--- src/rtl/ex_operand_stage_pkg.sv ---
// ex_operand_stage_pkg: shared widths, register-zero constant, ALU codes and the ID/EX register layout.
package ex_operand_stage_pkg;
    localparam int DW = 32;
    localparam int RW = 5;
    localparam int CW = 4;
    localparam logic [RW-1:0] REG_ZERO = '0;

    typedef enum logic [CW-1:0] {
        ALU_ADD  = 4'b0000, ALU_SUB = 4'b0001, ALU_MUL  = 4'b0010, ALU_SRA  = 4'b0011,
        ALU_SLA  = 4'b0100, ALU_AND = 4'b0101, ALU_XOR  = 4'b0110, ALU_OR   = 4'b0111,
        ALU_NOR  = 4'b1000, ALU_ADDU = 4'b1001, ALU_BNE = 4'b1010, ALU_BEQ  = 4'b1011,
        ALU_ADDI = 4'b1100
    } alu_ctrl_e;

    typedef struct packed {
        logic          valid;
        logic [RW-1:0] rs;
        logic [RW-1:0] rt;
        logic [RW-1:0] rd;
        logic [DW-1:0] rs_data;
        logic [DW-1:0] rt_data;
        logic [DW-1:0] imm;
        logic          alu_src;
        logic [CW-1:0] alu_ctrl;
        logic          reg_write;
        logic          mem_read;
        logic          mem_write;
    } ex_regs_t;
endpackage

--- src/rtl/ex_operand_stage_if.sv ---
// ex_operand_stage_if: decode inputs, MEM/WB forwarding sources and EX outputs of the operand stage.
interface ex_operand_stage_if;
    import ex_operand_stage_pkg::*;
    logic          stall, flush, id_valid;
    logic [RW-1:0] id_rs, id_rt, id_rd;
    logic [DW-1:0] id_rs_data, id_rt_data, id_imm;
    logic          id_alu_src;
    logic [CW-1:0] id_alu_ctrl;
    logic          id_reg_write, id_mem_read, id_mem_write;
    logic          mem_reg_write, wb_reg_write;
    logic [RW-1:0] mem_rd, wb_rd;
    logic [DW-1:0] mem_result, wb_result;
    logic          hazard_stall, ex_valid;
    logic [DW-1:0] alu_a, alu_b, ex_store_data;
    logic [CW-1:0] alu_ctrl;
    logic [RW-1:0] ex_rd;
    logic          ex_reg_write, ex_mem_read, ex_mem_write;

    modport master (
        output stall, flush, id_valid, id_rs, id_rt, id_rd, id_rs_data, id_rt_data, id_imm,
               id_alu_src, id_alu_ctrl, id_reg_write, id_mem_read, id_mem_write,
               mem_reg_write, mem_rd, mem_result, wb_reg_write, wb_rd, wb_result,
        input  hazard_stall, ex_valid, alu_a, alu_b, alu_ctrl, ex_store_data, ex_rd,
               ex_reg_write, ex_mem_read, ex_mem_write
    );
    modport slave (
        input  stall, flush, id_valid, id_rs, id_rt, id_rd, id_rs_data, id_rt_data, id_imm,
               id_alu_src, id_alu_ctrl, id_reg_write, id_mem_read, id_mem_write,
               mem_reg_write, mem_rd, mem_result, wb_reg_write, wb_rd, wb_result,
        output hazard_stall, ex_valid, alu_a, alu_b, alu_ctrl, ex_store_data, ex_rd,
               ex_reg_write, ex_mem_read, ex_mem_write
    );
endinterface

--- src/rtl/ex_operand_stage_operand_forward_sel.sv ---
// operand_forward_sel: picks MEM result, then WB result, then register-file data for one source register.
module operand_forward_sel
    import ex_operand_stage_pkg::*;
(
    input  logic [RW-1:0] reg_i,
    input  logic [DW-1:0] reg_data_i,
    input  logic          mem_reg_write_i,
    input  logic [RW-1:0] mem_rd_i,
    input  logic [DW-1:0] mem_result_i,
    input  logic          wb_reg_write_i,
    input  logic [RW-1:0] wb_rd_i,
    input  logic [DW-1:0] wb_result_i,
    output logic [DW-1:0] fwd_o
);
    logic mem_hit, wb_hit;

    always_comb begin
        mem_hit = mem_reg_write_i && mem_rd_i != REG_ZERO && mem_rd_i == reg_i;
        wb_hit  = wb_reg_write_i && wb_rd_i != REG_ZERO && wb_rd_i == reg_i;
        fwd_o   = mem_hit ? mem_result_i : wb_hit ? wb_result_i : reg_data_i;
    end
endmodule

--- src/rtl/ex_operand_stage.sv ---
// ex_operand_stage: ID/EX register with load-use bubble insertion and MEM/WB operand forwarding.
module ex_operand_stage
    import ex_operand_stage_pkg::*;
(
    input  logic                     clk,
    input  logic                     rst,
    ex_operand_stage_if.slave        bus
);
    ex_regs_t      ex_q, ex_d;
    logic          hazard;
    logic [DW-1:0] fwd_rs, fwd_rt;

    always_comb begin
        ex_d = '{valid: bus.id_valid, rs: bus.id_rs, rt: bus.id_rt, rd: bus.id_rd,
                 rs_data: bus.id_rs_data, rt_data: bus.id_rt_data, imm: bus.id_imm,
                 alu_src: bus.id_alu_src, alu_ctrl: bus.id_alu_ctrl,
                 reg_write: bus.id_reg_write, mem_read: bus.id_mem_read,
                 mem_write: bus.id_mem_write};
        // rt only matters when it feeds the ALU or supplies store data
        hazard = bus.id_valid && ex_q.valid && ex_q.mem_read && ex_q.rd != REG_ZERO &&
                 (bus.id_rs == ex_q.rd ||
                  (bus.id_rt == ex_q.rd && (!bus.id_alu_src || bus.id_mem_write)));
    end

    always_ff @(posedge clk) begin
        if (rst || bus.flush || (!bus.stall && hazard))
            ex_q <= '0;
        else if (!bus.stall)
            ex_q <= ex_d;
    end

    operand_forward_sel u_fwd_rs (
        .reg_i(ex_q.rs), .reg_data_i(ex_q.rs_data),
        .mem_reg_write_i(bus.mem_reg_write), .mem_rd_i(bus.mem_rd), .mem_result_i(bus.mem_result),
        .wb_reg_write_i(bus.wb_reg_write), .wb_rd_i(bus.wb_rd), .wb_result_i(bus.wb_result),
        .fwd_o(fwd_rs)
    );

    operand_forward_sel u_fwd_rt (
        .reg_i(ex_q.rt), .reg_data_i(ex_q.rt_data),
        .mem_reg_write_i(bus.mem_reg_write), .mem_rd_i(bus.mem_rd), .mem_result_i(bus.mem_result),
        .wb_reg_write_i(bus.wb_reg_write), .wb_rd_i(bus.wb_rd), .wb_result_i(bus.wb_result),
        .fwd_o(fwd_rt)
    );

    always_comb begin
        bus.hazard_stall  = hazard;
        bus.ex_valid      = ex_q.valid;
        bus.alu_a         = ex_q.valid ? fwd_rs : '0;
        bus.alu_b         = !ex_q.valid ? '0 : ex_q.alu_src ? ex_q.imm : fwd_rt;
        bus.alu_ctrl      = ex_q.valid ? ex_q.alu_ctrl : ALU_ADD;
        bus.ex_store_data = ex_q.valid ? fwd_rt : '0;
        bus.ex_rd         = ex_q.valid ? ex_q.rd : REG_ZERO;
        bus.ex_reg_write  = ex_q.valid && ex_q.reg_write;
        bus.ex_mem_read   = ex_q.valid && ex_q.mem_read;
        bus.ex_mem_write  = ex_q.valid && ex_q.mem_write;
    end
endmodule

--- src/flat_wrapper.sv ---
// flat-port wrapper written by rule: the top's interface ports become plain ports
module ex_operand_stage_flat import ex_operand_stage_pkg::*;
  (clk, rst, bus_stall, bus_flush, bus_id_valid, bus_id_rs, bus_id_rt, bus_id_rd, bus_id_rs_data, bus_id_rt_data, bus_id_imm, bus_id_alu_src, bus_id_alu_ctrl, bus_id_reg_write, bus_id_mem_read, bus_id_mem_write, bus_mem_reg_write, bus_mem_rd, bus_mem_result, bus_wb_reg_write, bus_wb_rd, bus_wb_result, bus_hazard_stall, bus_ex_valid, bus_alu_a, bus_alu_b, bus_alu_ctrl, bus_ex_store_data, bus_ex_rd, bus_ex_reg_write, bus_ex_mem_read, bus_ex_mem_write);
  ex_operand_stage_if bus_i ();
  input  logic clk;
  input  logic rst;
  input wire logic [$bits(bus_i.stall)-1:0] bus_stall;
  input wire logic [$bits(bus_i.flush)-1:0] bus_flush;
  input wire logic [$bits(bus_i.id_valid)-1:0] bus_id_valid;
  input wire logic [$bits(bus_i.id_rs)-1:0] bus_id_rs;
  input wire logic [$bits(bus_i.id_rt)-1:0] bus_id_rt;
  input wire logic [$bits(bus_i.id_rd)-1:0] bus_id_rd;
  input wire logic [$bits(bus_i.id_rs_data)-1:0] bus_id_rs_data;
  input wire logic [$bits(bus_i.id_rt_data)-1:0] bus_id_rt_data;
  input wire logic [$bits(bus_i.id_imm)-1:0] bus_id_imm;
  input wire logic [$bits(bus_i.id_alu_src)-1:0] bus_id_alu_src;
  input wire logic [$bits(bus_i.id_alu_ctrl)-1:0] bus_id_alu_ctrl;
  input wire logic [$bits(bus_i.id_reg_write)-1:0] bus_id_reg_write;
  input wire logic [$bits(bus_i.id_mem_read)-1:0] bus_id_mem_read;
  input wire logic [$bits(bus_i.id_mem_write)-1:0] bus_id_mem_write;
  input wire logic [$bits(bus_i.mem_reg_write)-1:0] bus_mem_reg_write;
  input wire logic [$bits(bus_i.mem_rd)-1:0] bus_mem_rd;
  input wire logic [$bits(bus_i.mem_result)-1:0] bus_mem_result;
  input wire logic [$bits(bus_i.wb_reg_write)-1:0] bus_wb_reg_write;
  input wire logic [$bits(bus_i.wb_rd)-1:0] bus_wb_rd;
  input wire logic [$bits(bus_i.wb_result)-1:0] bus_wb_result;
  output wire logic [$bits(bus_i.hazard_stall)-1:0] bus_hazard_stall;
  output wire logic [$bits(bus_i.ex_valid)-1:0] bus_ex_valid;
  output wire logic [$bits(bus_i.alu_a)-1:0] bus_alu_a;
  output wire logic [$bits(bus_i.alu_b)-1:0] bus_alu_b;
  output wire logic [$bits(bus_i.alu_ctrl)-1:0] bus_alu_ctrl;
  output wire logic [$bits(bus_i.ex_store_data)-1:0] bus_ex_store_data;
  output wire logic [$bits(bus_i.ex_rd)-1:0] bus_ex_rd;
  output wire logic [$bits(bus_i.ex_reg_write)-1:0] bus_ex_reg_write;
  output wire logic [$bits(bus_i.ex_mem_read)-1:0] bus_ex_mem_read;
  output wire logic [$bits(bus_i.ex_mem_write)-1:0] bus_ex_mem_write;
  assign bus_i.stall = bus_stall;
  assign bus_i.flush = bus_flush;
  assign bus_i.id_valid = bus_id_valid;
  assign bus_i.id_rs = bus_id_rs;
  assign bus_i.id_rt = bus_id_rt;
  assign bus_i.id_rd = bus_id_rd;
  assign bus_i.id_rs_data = bus_id_rs_data;
  assign bus_i.id_rt_data = bus_id_rt_data;
  assign bus_i.id_imm = bus_id_imm;
  assign bus_i.id_alu_src = bus_id_alu_src;
  assign bus_i.id_alu_ctrl = bus_id_alu_ctrl;
  assign bus_i.id_reg_write = bus_id_reg_write;
  assign bus_i.id_mem_read = bus_id_mem_read;
  assign bus_i.id_mem_write = bus_id_mem_write;
  assign bus_i.mem_reg_write = bus_mem_reg_write;
  assign bus_i.mem_rd = bus_mem_rd;
  assign bus_i.mem_result = bus_mem_result;
  assign bus_i.wb_reg_write = bus_wb_reg_write;
  assign bus_i.wb_rd = bus_wb_rd;
  assign bus_i.wb_result = bus_wb_result;
  assign bus_hazard_stall = bus_i.hazard_stall;
  assign bus_ex_valid = bus_i.ex_valid;
  assign bus_alu_a = bus_i.alu_a;
  assign bus_alu_b = bus_i.alu_b;
  assign bus_alu_ctrl = bus_i.alu_ctrl;
  assign bus_ex_store_data = bus_i.ex_store_data;
  assign bus_ex_rd = bus_i.ex_rd;
  assign bus_ex_reg_write = bus_i.ex_reg_write;
  assign bus_ex_mem_read = bus_i.ex_mem_read;
  assign bus_ex_mem_write = bus_i.ex_mem_write;
  ex_operand_stage u_core (.clk(clk), .rst(rst), .bus(bus_i));
endmodule
--- config.mk ---
export PLATFORM = sky130hd
export DESIGN_NAME = ex_operand_stage_flat
export DESIGN_NICKNAME = d
export VERILOG_FILES = /design/src/rtl/ex_operand_stage_pkg.sv /design/src/rtl/ex_operand_stage_if.sv /design/src/rtl/ex_operand_stage_operand_forward_sel.sv /design/src/rtl/ex_operand_stage.sv /design/src/flat_wrapper.sv
export SDC_FILE = /design/constraint.sdc
export NUM_CORES = 1
export LEC_CHECK = 0
export CAP_MARGIN = 20
export CORE_ASPECT_RATIO = 0.5
export CORE_MARGIN = 5
export CORE_UTILIZATION = 40
export CTS_BUF_LIST = sky130_fd_sc_hd__clkbuf_8 sky130_fd_sc_hd__clkbuf_16
export DETAILED_ROUTE_END_ITERATION = 10
export PLACE_DENSITY = 0.81
export SLEW_MARGIN = 0
export SYNTH_ARGS = -nofsm -noshare
export SYNTH_HDL_FRONTEND = slang
export SYNTH_SLANG_ARGS = --single-unit
--- constraint.sdc ---
create_clock -name clk -period 5.9 [get_ports clk]
set_clock_uncertainty 0.05 [all_clocks]
set_input_delay 1.18 -clock clk [delete_from_list [all_inputs] [get_ports clk]]
set_output_delay 1.18 -clock clk [all_outputs]
set_load 0.03 [all_outputs]
Word level (Yosys, flattened, before mapping) --
Index checks and enable logic that the tools add are counted.
Storage, ports and cells: bits in writable memories 0, memories 0, bits in read-only memories 0, word-level logic and storage cells 52, register bits after elaboration 120, input port bits 200, bits in latches 0, output and inout port bits 110
Cells by class: reductions and logical operators 24, equal/unequal tests 6, $lt $le $gt $ge 0, div/mod/pow operators 0, multiply operators 0, muxes and demuxes 10, bitwise logic cells 0, add/subtract/negate cells 0, shifts and indexed selects 0
Operator list (number):
- $mux 32 | 8
- $eq 5x5->1 | 6
- $logic_and 1x1->1 | 15
- $reduce_bool 5->1 | 3
- $mux 5 | 1
- $logic_or 1x1->1 | 4
- $mux 4 | 1
- $logic_not 1->1 | 2

Depth between registers and ports, before layout --
Gate-level depths: netlist of run 1.
depth after elaboration 7, gate-level depth with buffers 7, gate-level depth less buffers 5

By module --
A second synthesis of run 1 with hierarchy kept.
Second synthesis, totals: cell total of the unflattened synthesis 1092, area total of the unflattened synthesis 8339.2 um^2
By module, submodules not included:
- ex_operand_stage | area each 6004.5 um^2, cells each 722, instances 1, seq. area each 2402.3 um^2
- operand_forward_sel | area each 1167.4 um^2, cells each 185, instances 2, seq. area each 0.0 um^2

Least setup slack after synthesis of run 1 --
No wires, ideal clock.
path type input to output, from input port bus_mem_rd[0], to output port bus_alu_a[23], cell stages on the path 7, path buffers 2, data arrival time 3.027 ns, path slack 1.643 ns, required time 4.670 ns, path through or4_1 > o21ai_0 > or4_1 > clkbuf_1 > clkbuf_1 > o21ai_0 > a21oi_1
Between the ends: cells in the longest elaborated chain, start to end 5, elaborated cells on any way between the ends 6, classes of those cells 1 x eq/ne; 2 x mux; 3 x reduce/logical
Ends and longest elaborated chain:
- start, declared | RTL line flat_wrapper.sv:22 | input wire logic [$bits(bus_i.mem_rd)-1:0] bus_mem_rd;
- $reduce_bool 5->1 | RTL line ex_operand_stage_operand_forward_sel.sv:18 | mem_hit = mem_reg_write_i && mem_rd_i != REG_ZERO && mem_rd_i == reg_i;
- $logic_and 1x1->1 | RTL line ex_operand_stage_operand_forward_sel.sv:18
- $logic_and 1x1->1 * | RTL line ex_operand_stage_operand_forward_sel.sv:18
- $mux 32 * | RTL line ex_operand_stage_operand_forward_sel.sv:20 | fwd_o = mem_hit ? mem_result_i : wb_hit ? wb_result_i : reg_data_i;
- $mux 32 * | RTL line ex_operand_stage.sv:49 | bus.alu_a = ex_q.valid ? fwd_rs : '0;
- end, declared | RTL line flat_wrapper.sv:29 | output wire logic [$bits(bus_i.alu_a)-1:0] bus_alu_a;
Mark *: on every way between the ends. The rest lies on a longest branch, timed or not.

Worst setup path after layout of run 1 --
from input port bus_mem_rd[0], to output port bus_ex_store_data[20]
Between the ends: cells in the longest elaborated chain, start to end 5, elaborated cells on any way between the ends 6, classes of those cells 1 x eq/ne; 2 x mux; 3 x reduce/logical
Ends and longest elaborated chain:
- $reduce_bool 5->1 | RTL line ex_operand_stage_operand_forward_sel.sv:18
- $logic_and 1x1->1 | RTL line ex_operand_stage_operand_forward_sel.sv:18
- $logic_and 1x1->1 * | RTL line ex_operand_stage_operand_forward_sel.sv:18
- $mux 32 * | RTL line ex_operand_stage_operand_forward_sel.sv:20
- $mux 32 * | RTL line ex_operand_stage.sv:52 | bus.ex_store_data = ex_q.valid ? fwd_rt : '0;
- end, declared | RTL line flat_wrapper.sv:32 | output wire logic [$bits(bus_i.ex_store_data)-1:0] bus_ex_store_data;
Marked as above.

==> results of run 1 <==
## flip-flops by register name (all words and copies together) (netlist names)
name / flops
u_core.bus.ex_valid: 1
u_core.ex_q: 119
## path summary, 6_finish.rpt
path / startpoint / endpoint
setup / recovery: bus_mem_rd[0] / bus_ex_store_data[20]
hold / removal: u_core.ex_q[5]$_SDFFE_PP0N_ / u_core.ex_q[5]$_SDFFE_PP0N_
setup reg to reg: u_core.ex_q[105]$_SDFFE_PP0N_ / u_core.ex_q[53]$_SDFFE_PP0N_
hold reg to reg: u_core.ex_q[5]$_SDFFE_PP0N_ / u_core.ex_q[5]$_SDFFE_PP0N_
## layout by cell type, fill, tap and decap left out, types with 5 or more instances in the layout
cell	netlist	final
nand3_1	37	37
clkdlybuf4s50_1	0	277
clkinv_2	0	5
mux2i_1	64	64
clkbuf_16	0	17
o21ai_0	67	67
a21oi_1	64	64
xnor2_1	22	22
xor2_1	8	8
and2_1	13	13
dfxtp_1	120	119
o221ai_1	32	32
a22o_1	120	120
buf_4	11	46
nand2_1	34	34
## area by class of cell
type	instances	area (µm²)	share of cell area, %
clock buffers	20	467	4.73
clock inverters	11	130	1.32
inverters	1	3.75	0.0380
multi-input cells	474	3440	34.8
flip-flops and latches	120	2400	24.3
well taps	204	255	2.58
repair buffers	326	3180	32.2
## layer usage
metal	wire, µm	global-route usage (%)	up-vias
li1	-	-	3107
met1	10400	34.1	3205
met2	12400	45.2	280
met3	1540	6.32	75
met4	979	11.7	0
met5	0	0	-
## kinds of logic after synthesis
logic type	after synthesis	synth area share, %
AO/OA/AOI/OAI	286	32.9
flip-flops	120	39.2
AND/OR/NAND/NOR	94	7.78
buffers and inverters	74	5.39
multiplexers	64	10.4
XOR/XNOR	30	4.29
## per-stage QoR
step           hold slack (ns)  instance area, µm²  instances  power, mW  worst slack [ns]
3_5_place_dp             0.403                9280       1125       1.17             0.634
5_1_grt                  0.438                9880       1156       2.29             0.352
2_1_floorplan            0.384                6130        668      0.979              1.64
3_3_place_gp             0.402                9280       1125       1.17             0.705
4_1_cts                  0.420                9880       1156       2.23             0.631
6_report                 0.422                9880       1156       2.22             0.618
## power groups by stage
| stage | Sequential (mW) | Combinational [mW] | Clock [mW] |
|---|---|---|---|
| finish | 0.861 | 0.296 | 1.06 |
| global route | 0.863 | 0.315 | 1.12 |
| CTS | 0.860 | 0.296 | 1.07 |
| detailed placement | 0.876 | 0.294 | 0 |
| global placement | 0.876 | 0.290 | 0 |
| floorplan | 0.868 | 0.112 | 0 |
## worst max-delay path: cells and delay by family
kind,cells,cell delay [ns]
compound gates,3,0.49
buf+inv,3,1.52
simple gates,2,0.83
==> impl_metrics.csv, run 1 <==
group,metric,value,unit
outcome,outcome,"finished clean",
die,rows,32,
finish,final_net_count,1140,
die,core-area,15200,µm²
drt,drtAntennaViolNets,0,
drt,drtPass1Iterations,7,
synthesis,synthesis.yosys.warnings,0,
finish,final_layout_size_suffix_gt1_share,9.03,%
die,design.portCount,310,
global_route,grt_max_degree,65,
setup_path,ff2ff_setup_slack,3.35,ns
drt,vias,6667,
finish,filler_cell_count,1260,
power,power_per_cell_area,225,nW/µm²
drt,drt_wl_total,25300,µm
synthesis,synth_seq_cells,120,
clock_tree,postCtsSetupBuffers,0,
clock_tree,cts.clk_slew.worst_paths,0.06,ns
clock_tree,clock_path_buffers,2,
power,internal-power,1.70,mW
global_route,globalRoute.totalOverflow,0,
timing,final_min_period_over_clock_period,89.5,%
synthesis,synth.distinct_cells,24,
power,pwr-share-seq,38.8,%
drt,detailedRoute.firstIterationViolations,448,
global_route,grt_pass1_wl,39100,µm
power,comb_power_share,13.4,%
timing,tightestPinTransition,0.893,ns
placement,placement.io_buffers,309,
run,drv_cap,0,
die,start_util,40.3,%
synthesis,synth_nets,868,
clock_tree,numClockSinks,120,
timing,timing.final.max_slew_violations,0,
synthesis,syn_area,6130,µm²
global_route,antenna_found_initial,0,
timing,post-route-min-period,5.28,ns
synthesis,post_synth_inst_count,668,
power,leakage,3.38,nW
synthesis,synth-edff-count,0,
finish,diodes,0,
clock_tree,clkLatencyLatePin,0.41,ns
setup_path,slowest_cell_on_crit_path,"clkdlybuf4s50_1",
synthesis,synth_top_cells_by_area,"dfxtp_1, a22o_1, mux2i_1",
drt,drt_drc_violations_left,0,
global_route,grtUsageTotal,27.3,%
power,power.net_switching,0.515,mW
hold_path,worstHoldPathType,"reg -> reg",
synthesis,synth_largest_area_cell,"dfxtp_1",
power,switching_share,23.2,%
timing,timing.final.hold_violations,0,
clock_tree,cts-hold-fix-buffers,0,
setup_path,cp_max_fo,33,
synthesis,mean_syn_cell_area,9.18,µm²
finish,area_overhead_vs_synth,61.1,%
synthesis,synth_top_flop_cell,"dfxtp_1",
setup_path,cp.required,4.67,ns
placement,dp_hpwl,18200,µm
clock_tree,cts_inserted_buffers,17,
global_route,first_global_vias,6746,
finish,core_utilization_of_the_finished_layout,64.9,%
drt,wl_per_cell,21.9,µm
die,design.die.area,18100,µm²
setup_path,worstPathCellList,"clkdlybuf4s50_1 > or4_1 > o21ai_0 > or4_2 > buf_4 > o21ai_0 > a21oi_1 > clkdlybuf4s50_1",
setup_path,worstRegToRegCells,5,
setup_path,criticalPathCategory,"in -> out",
timing,setup-tns-final,0,ns
synthesis,synth.top_cells.by_count,"a22o_1, dfxtp_1, o21ai_0",
timing,clock.fmax,189,MHz
timing,rsz0062_at_grt,"false",
clock_tree,cts-htree-levels,4,
timing,max_slew_margin,40.5,%
setup_path,cp-end-kind,"primary output",
setup_path,cp.arrival,4.05,ns
synthesis,postSynth.asyncResetShare,0,%
placement,gpl.final_weighted_congestion,0.945,
die,die_width,185,µm
clock_tree,cts_tree,"built",
power,max-vdd-ir-drop,0.000247,V
hold_path,hold-path-cell-count,1,
drt,routed_via_density,5.77,
timing,setup_viol,0,
die,chipHeight,97.5,µm
setup_path,crit_path_max_incr_delay,0.70,ns
setup_path,start_kind,"input pin",
synthesis,synth.yosys.seq_area_share,39.2,%
clock_tree,post_cts_resize_count,0,
clock_tree,cts-root-buf,"clkbuf_16",
power,clkPwrFrac,47.8,%
synthesis,synthDominantCellAreaShare,39.2,%
(Power assumes the default switching activity.)
==> run 2: changes to the inputs <==
--- a/config.mk
+++ b/config.mk
@@ -8,11 +8,11 @@
 export CAP_MARGIN = 20
 export CORE_ASPECT_RATIO = 0.5
 export CORE_MARGIN = 5
-export CORE_UTILIZATION = 40
+export CORE_UTILIZATION = 44
 export CTS_BUF_LIST = sky130_fd_sc_hd__clkbuf_8 sky130_fd_sc_hd__clkbuf_16
 export DETAILED_ROUTE_END_ITERATION = 10
-export PLACE_DENSITY = 0.81
-export SLEW_MARGIN = 0
+export PLACE_DENSITY = 0.88
+export SLEW_MARGIN = 15
 export SYNTH_ARGS = -nofsm -noshare
 export SYNTH_HDL_FRONTEND = slang
 export SYNTH_SLANG_ARGS = --single-unit
==> run 2 against run 1 <==
Non-clock buffer count is 3 lower. Flip-flop and latch count stayed put. Register-to-register slack worse by 0.16 ns. Sequential share of layout area hardly changed. Routed wire length is 1.2% lower. Critical endpoint is now bus_ex_store_data[27]. Largest power group unchanged.
==> impl_metrics.csv, run 2 (synthesis results as in run 1) <==
group,metric,value,unit
outcome,outcome,"finished clean",
timing,clock.fmax,185,MHz
clock_tree,cts.clk_slew.worst_paths,0.05,ns
clock_tree,cts-root-buf,"clkbuf_16",
placement,detailedPlace.worstSlack,0.572,ns
die,die_width,177,µm
finish,area_overhead_vs_synth,61.4,%
global_route,grtUsageTotal,28.5,%
finish,post_layout_instance_count_excluding_filler_cells,1142,
global_route,grt_util_met1,36.0,%
clock_tree,cts-htree-levels,4,
placement,placed_cells_incl_taps,1110,
finish,core_utilization_of_the_finished_layout,72.8,%
placement,placement.io_buffers,309,
setup_path,path_delay_family,"buffers and inverters",
global_route,groute.layer.met2.usage,47.9,%
timing,timing.final.hold_violations,0,
hold_path,hold-path-cell-count,1,
timing,hold-worst-slack,0.421,ns
finish,filler_cell_count,1021,
clock_tree,cts_inserted_buffers,17,
hold_path,worstHoldPathType,"reg -> reg",
clock_tree,post_cts_resize_count,0,
drt,drtAntennaViolNets,0,
die,design.portCount,310,
global_route,globalRoute.totalOverflow,0,
setup_path,critPathLaunch,"bus_wb_rd[1]",
drt,drt_wl_total,25000,µm
die,design.die.area,16500,µm²
global_route,grt_pass1_wl,37400,µm
timing,rsz0062_at_grt,"false",
timing,timing.final.max_slew_violations,0,
placement,placement.cell_area,9250,µm²
timing,setup-tns-final,0,ns
die,start_util,45.1,%
setup_path,r2r_end,"u_core.ex_q[59]$_SDFFE_PP0N_",
power,max-vdd-ir-drop,0.000218,V
global_route,antenna_found_initial,0,
finish,final_layout_size_suffix_gt1_share,8.95,%
setup_path,cp_num_cells,9,
clock_tree,clkLatencyLatePin,0.40,ns
power,leakage,3.36,nW
setup_path,cp.arrival,4.16,ns
finish,largest_reg_flops,119,
drt,drt_drc_violations_left,0,
clock_tree,cts_tree,"built",
global_route,globalRouteMet3Util,4.93,%
timing,final_min_period_over_clock_period,91.4,%
hold_path,worstHoldEndpoint,"u_core.ex_q[31]$_SDFFE_PP0N_",
setup_path,worstRegToRegCells,5,
drt,vias,6779,
drt,detailedRoute.firstIterationViolations,672,
timing,max_slew_margin,29.4,%
die,rows,30,
setup_path,critical_path.reg2reg.startpoint,"u_core.ex_q[104]$_SDFFE_PP0N_",
drt,wl_per_cell,21.9,µm
setup_path,start_kind,"input pin",
setup_path,cp_num_buf_inv,4,
finish,final_area,9890,µm²
setup_path,worstPathCellList,"clkdlybuf4s50_1 > or4_1 > o21ai_0 > buf_4 > nor4_4 > buf_4 > mux2i_1 > a21oi_1 > clkdlybuf4s50_1",
setup_path,ff2ff_setup_slack,3.19,ns
clock_tree,postCtsSetupBuffers,0,
finish,largest-register,"u_core.ex_q",
finish,final_net_count,1137,
run,drv_cap,0,
setup_path,cp_max_fo,32,
drt,routed_via_density,5.94,
setup_path,cp.required,4.67,ns
clock_tree,cts-hold-fix-buffers,0,
setup_path,cp-end-kind,"primary output",
placement,gpl.final_weighted_congestion,0.937,
finish,layout_common_cells,"clkdlybuf4s50_1, a22o_1, dfxtp_1",
hold_path,launch_point_of_the_worst_hold_path,"u_core.ex_q[31]$_SDFFE_PP0N_",
setup_path,criticalPathCategory,"in -> out",
clock_tree,numClockSinks,120,
global_route,grt_max_degree,98,
power,power_per_cell_area,230,nW/µm²
timing,tightestPinTransition,1.06,ns
finish,diodes,0,
timing,post-route-worst-setup-slack,0.505,ns
setup_path,slowest_cell_on_crit_path,"clkdlybuf4s50_1",
finish,final_common_cell,"clkdlybuf4s50_1",
timing,post-route-min-period,5.39,ns
global_route,first_global_vias,6684,
power,report.power.total,2.28,mW
die,chipHeight,93.5,µm
global_route,busiest_layer,"met2",
placement,dp_hpwl,17400,µm
setup_path,crit_path_max_incr_delay,0.62,ns
clock_tree,clock_path_buffers,2,
drt,drtPass1Iterations,6,
timing,setup_viol,0,
die,core-area,13600,µm²
## run 2: cell types whose count changed in the layout (fill, tap and decap cells not counted)
cell and change:
clkinv_2 -4, buf_12 +1, inv_1 -1, bufinv_16 +1, clkinvlp_4 +5, buf_4 -4
## run 2: area by class of cell
type,instances,area (µm²),area share (%)
tap,192,240,2.43
clock buffer,20,467,4.72
clock inverter,12,174,1.76
inverter,1,3.75,0.0379
multi-input combinational,474,3440,34.7
sequential,120,2400,24.3
timing repair buffer,323,3170,32.0
## run 2: worst max path at each step
stage | end | slack, ns
after detailed placement | bus_alu_a[13] | 0.57
after global placement | bus_alu_a[13] | 0.57
after global routing | bus_alu_a[13] | 0.43
after floorplan | bus_alu_a[23] | 1.64
after CTS | bus_alu_a[13] | 0.56
final | bus_ex_store_data[27] | 0.51
## run 2: where the power goes
part / total, mW / leakage (nW) / switching [mW] / internal, mW
sequential: 0.861 / 0.978 / 0.0228 / 0.838
combinational: 0.296 / 2.08 / 0.120 / 0.176
clock: 1.12 / 0.298 / 0.380 / 0.739
## run 2: layer usage
| metal | share of wire, % | wire, µm |
|---|---|---|
| met3 | 6.9 | 1730 |
| met2 | 49 | 12300 |
| met1 | 41 | 10200 |
| met5 | 0 | 0 |
| met4 | 3.5 | 871 |
==> run 3: changes to the inputs <==
--- a/config.mk
+++ b/config.mk
@@ -12,6 +12,7 @@
 export CTS_BUF_LIST = sky130_fd_sc_hd__clkbuf_8 sky130_fd_sc_hd__clkbuf_16
 export DETAILED_ROUTE_END_ITERATION = 10
 export PLACE_DENSITY = 0.88
+export SETUP_SLACK_MARGIN = 0.2
 export SLEW_MARGIN = 15
 export SYNTH_ARGS = -nofsm -noshare
 export SYNTH_HDL_FRONTEND = slang
==> results of run 3 <==
Same layout as run 2: the final DEF is identical, and so are final timing and power.
